<file path="src/rtl/wb_regfile.sv">
// wb_regfile: write-back stage and 32x32 architectural register file.
// Selects the write-back data (load data vs ALU result), commits it to the
// register file, serves two combinational read ports for ID, and counts
// committed register writes.
// Optional feature macro: WB_BYPASS_EN. When it is defined, a write-through
// bypass returns the committing value on a read port in the same cycle.
// Register 0 is hardwired to zero in both builds.

module wb_regfile #(
   parameter int DATA_W = 32,
   parameter int ADDR_W = 5
) (
   input  logic              clk,
   input  logic              reset,         // asynchronous, active-low
   input  logic [DATA_W-1:0] wb_read_data,
   input  logic [DATA_W-1:0] wb_alu_result,
   input  logic [ADDR_W-1:0] wb_rw,
   input  logic              wb_memtoreg,
   input  logic              wb_regwrite,
   input  logic [ADDR_W-1:0] ra,
   input  logic [ADDR_W-1:0] rb,
   output logic [DATA_W-1:0] busA,
   output logic [DATA_W-1:0] busB,
   output logic [DATA_W-1:0] wb_data,
   output logic [31:0]       wb_count
);

   localparam int NREG = 1 << ADDR_W;

   logic [DATA_W-1:0] regs_q [NREG];
   logic [DATA_W-1:0] regs_d [NREG];
   logic [31:0]       wb_count_q;
   logic [31:0]       wb_count_d;
   logic              commit;

   // Write-back data select and commit qualifier; a write to r0 is not a commit.
   always_comb begin
      wb_data = wb_memtoreg ? wb_read_data : wb_alu_result;
      commit  = wb_regwrite && (wb_rw != '0);
   end

   // Next register-file contents: copy current state, apply the commit,
   // and keep r0 pinned at zero so its flops never hold anything else.
   always_comb begin
      for (int i = 0; i < NREG; i++) begin
         regs_d[i] = regs_q[i];
      end
      if (commit) begin
         regs_d[wb_rw] = wb_data;
      end
      regs_d[0] = '0;
   end

   // Commit counter; wraps silently at 2^32.
   always_comb begin
      wb_count_d = wb_count_q + {31'b0, commit};
   end

   // Register-file and counter state; reset clears everything and overrides
   // any commit presented on the same edge.
   always_ff @(posedge clk or negedge reset) begin
      if (!reset) begin
         for (int i = 0; i < NREG; i++) begin
            regs_q[i] <= '0;
         end
         wb_count_q <= '0;
      end else begin
         for (int i = 0; i < NREG; i++) begin
            regs_q[i] <= regs_d[i];
         end
         wb_count_q <= wb_count_d;
      end
   end

   // Combinational read ports; r0 reads zero even when bypass would match.
   always_comb begin
      busA = regs_q[ra];
      busB = regs_q[rb];
`ifdef WB_BYPASS_EN
      if (commit && (ra == wb_rw)) begin
         busA = wb_data;
      end
      if (commit && (rb == wb_rw)) begin
         busB = wb_data;
      end
`endif
      if (ra == '0) begin
         busA = '0;
      end
      if (rb == '0) begin
         busB = '0;
      end
   end

   assign wb_count = wb_count_q;

endmodule
</file>
<file path="config.mk">
export PLATFORM = sky130hd
export DESIGN_NAME = wb_regfile
export DESIGN_NICKNAME = d
export VERILOG_FILES = /design/src/rtl/wb_regfile.sv
export SDC_FILE = /design/constraint.sdc
export NUM_CORES = 2
export LEC_CHECK = 0
export CORE_ASPECT_RATIO = 1.25
export CORE_MARGIN = 3
export CORE_UTILIZATION = 42
export CTS_BUF_LIST = sky130_fd_sc_hd__clkbuf_16
export DETAILED_ROUTE_END_ITERATION = 8
export HOLD_SLACK_MARGIN = 0.03
export PLACE_DENSITY = 0.61
export SLEW_MARGIN = 5
export SYNTH_ARGS = -nofsm -noshare
export SYNTH_HDL_FRONTEND = slang
export SYNTH_SLANG_ARGS = --single-unit
</file>
<file path="constraint.sdc">
create_clock -name clk -period 3.1 [get_ports clk]
set_input_delay 0.62 -clock clk [delete_from_list [all_inputs] [get_ports clk]]
set_output_delay 0.62 -clock clk [all_outputs]
set_load 0.03 [all_outputs]
</file>
==> impl_metrics.yaml <==
run_status:
  status: "finished, violations left"
  violations: "negative setup slack"
timing:
  worstMarginPinSlew_ps: 754.5
  min_period_ps: 3171
  postLayoutSetupSlackWorst_ps: -71.37
  slew-limit-headroom_pct: 49.70
  setup_viol: 15
  period_share_pct: 102.3
  rsz0062_at_grt: "true"
  drv_slew: 0
  hold_viol_final: 0
  finClkSkew_ps: 2.898
  finalHoldWorstSlack_ps: 474.4
  fmax_mhz: 315.3
power_and_ir_drop:
  p_per_area_nw_per_um2: 651.1
  ir_worst_vdd_mv: 0.4184
  cellLeakagePower_nw: 27.87
  power_frac_comb_pct: 26.2
  seqPwrFrac_pct: 44.2
  intPower_w: 0.02916
  p_clk_share_pct: 29.7
  swShare_pct: 31.15
  p_switching_w: 0.01319
clock_tree:
  clk_path_buf_depth: 3
  htreeDepth: 3
  clock-sinks: 1024
  cts_tree: "built"
  cts_made_buffers: 107
  clock_latency_ps: 700
  path_clk_slew_ps: 60
  cts-root-buf: "clkbuf_16"
worst_setup_path:
  cp_cell_sequence: "buf_16 > buf_16 > buf_16 > mux4_2 > nor2b_1 > nor3_1 > o31a_1 > buf_12"
  critical_path_buf_inv_count: 4
  cp_data_arrival_time_ps: 2550
  crit_required_ps: 2480
  critPathMaxFanout: 9
  end_kind: "output port"
  cp-start-kind: "input pin"
  crit_top_cell: "buf_16"
  crit_path_top_delay_cell: "mux4_2"
  crit_type: "input pin to output port"
  worst_path_largest_cell_delay_ps: 500
  cp_top_family: "buffers and inverters"
routing:
  final_antenna_net_count: 0
  wire_per_inst_um: 27.90
  drt-total-wl_mm: 188.5
  drc: 0
  first_iter_violations: 4690
  dr.pass1.iters: 5
  num_vias: 41630
  avgViaCountPerCell: 6.160
yosys:
  synth-seq-cells: 1024
  avgSynthCellArea_um2: 10.97
  netlist_instances: 4809
  synth_edf_count: 0
  seq_area_frac_synth_pct: 48.58
  async_flop_share_pct: 100.0
  ys.flop_type: "dfrtp_1"
  syn-num-nets: 4895
  synth.distinct_cells: 45
  synthesis.area_um2: 52750
  yosys_warnings: 0
cells_and_area:
  fin_area_um2: 65040
  layout-drive-gt1-share_pct: 25.41
  fillCellCount: 10750
  area_growth_pct: 23.30
  finalNetCount: 5149
placed_design:
  gp_congestion: 0.8598
  port_buffers: 210
  place_hpwl_mm: 118.5
  dpl-instance-area_um2: 59840
die:
  die_area_um2: 129900
  rows: 144
  die_y_um: 402.2
  initial_core_util_pct: 42.56
  die_w_um: 323.0
  io_pins: 211
  core_area_um2: 124000
global_routing:
  antenna_found_initial: 4
  grt_pass1_vias: 40940
  grt_max_degree: 76
  grt_pass1_wl_mm: 276.4
  overflow: 0
  grt_usage_pct: 28.85
job:
  drv_cap: 0
min_path:
  hold_class: "flop to flop"
[registers in the layout (all words and copies together) (netlist names)]
signal	flops
regs_q	992
wb_count	32
[metal layers]
metal,track usage [%],up-vias,wire [um]
met2,45.00,2091,88360
li1,-,17900,-
met3,6.182,398,17460
met5,0,-,13
met1,38.70,21240,73770
met4,13.38,2,8924
[worst reg2reg max path, cell delays in order (launching register included)]
cell     delay, ps
dfrtp_1        390
ha_1           190
ha_1           170
and4_1         220
nand3_1        130
buf_12         170
nor4_1         270
xor2_1         180
[synthesized netlist by cell type, types with 48 or more instances]
library cell | n | area [um2]
a21oi_1 | 580 | 2903
a22oi_1 | 61 | 457.9
buf_2 | 90 | 450.4
clkbuf_1 | 354 | 1329
dfrtp_1 | 1024 | 25620
mux2_2 | 54 | 608.1
mux2i_1 | 194 | 1942
mux4_2 | 446 | 10040
nand2_1 | 467 | 1753
nor2_1 | 661 | 2481
o21ai_0 | 446 | 2232
o22ai_1 | 48 | 300.3
[what timing repair did]
action | in CTS | in global routing
hold buffers | 1 | 0
pin swaps | 38 | 42
setup buffers | 17 | 40
setup endpoints to repair | 60 | 52
gates cloned | 13 | 8
gates resized for setup | 126 | 87
endpoints found under the hold margin | 47 | 0
[worst paths after layout]
kind,from,endpoint,slack (ps),depth (start not counted)
setup / recovery,ra[0],busA[25],-70,8
hold / removal,wb_count[31]$_DFF_PN0_,wb_count[31]$_DFF_PN0_,470,1
setup reg to reg,wb_count[0]$_DFF_PN0_,wb_count[26]$_DFF_PN0_,1300,7
hold reg to reg,wb_count[31]$_DFF_PN0_,wb_count[31]$_DFF_PN0_,470,1
max in group asynchronous,reset,regs_q[256]$_DFFE_PN0P_,1590,4
min in group asynchronous,reset,wb_count[17]$_DFF_PN0_,510,2
[cells by family (layout without fill, tap and decap cells)]
group	Yosys count	count (layout)	share of synthesized area, %
muxes	707	707	24.15
other	0	1	0
xor gates and xnor gates	30	30	0.4981
buffers and inverters	526	868	4.172
and+or+nand+nor	1297	1297	9.933
DFF	1024	1024	48.58
AOI/OAI and AO/OA	1222	1222	12.60
adders and majority gates	3	3	0.07116
[power groups by stage]
stage               sequential [W]  combinational [W]  clock [W]
floorplan                   0.0181            0.00719          0
CTS                         0.0186             0.0108     0.0127
finish                      0.0187             0.0111     0.0126
global placement            0.0186             0.0102          0
global route                0.0190             0.0120     0.0133
detailed placement          0.0188             0.0105          0
[final cells by class]
type | instances | area [um2] | share of cell area [%]
flip-flops and latches | 1024 | 25620 | 39.40
repair buffers | 632 | 8049 | 12.37
inverters | 39 | 146.4 | 0.2251
clock buffers | 111 | 2778 | 4.271
diodes | 1 | 2.502 | 0.003847
well taps | 1606 | 2009 | 3.089
multi-input cells | 3259 | 25860 | 39.76
clock inverters | 86 | 569.3 | 0.8753
[per-stage QoR]
step	total power [W]	TNS, ps	util (%)	worst slack, ps	instances
5_1_grt	0.04434	-1361	52.47	-96.51	6757
2_1_floorplan	0.02526	0	-	123.6	4809
3_5_place_dp	0.02929	-8025	48.27	-262.7	6494
4_1_cts	0.04217	-420.8	51.84	-119.3	6719
3_3_place_gp	0.02887	-7890	48.27	-281.5	6494
6_report	0.04235	-428.8	52.47	-71.37	6758
[cell usage in the layout, fill, tap and decap left out, types with 29 or more instances in the layout]
master	n
a21oi_1	580
dfrtp_1	1024
clkinv_1	29
nor3_1	36
buf_6	60
nor2_1	644
a22oi_1	54
clkdlybuf4s50_1	124
clkbuf_16	119
nor2b_1	29
buf_12	162
mux4_2	446
mux2i_1	145
inv_1	54
o22ai_1	34
buf_4	238
mux2_2	54
o21ai_0	444
nand2_1	459
No activity file was read; power rests on OpenSTA's default activity.
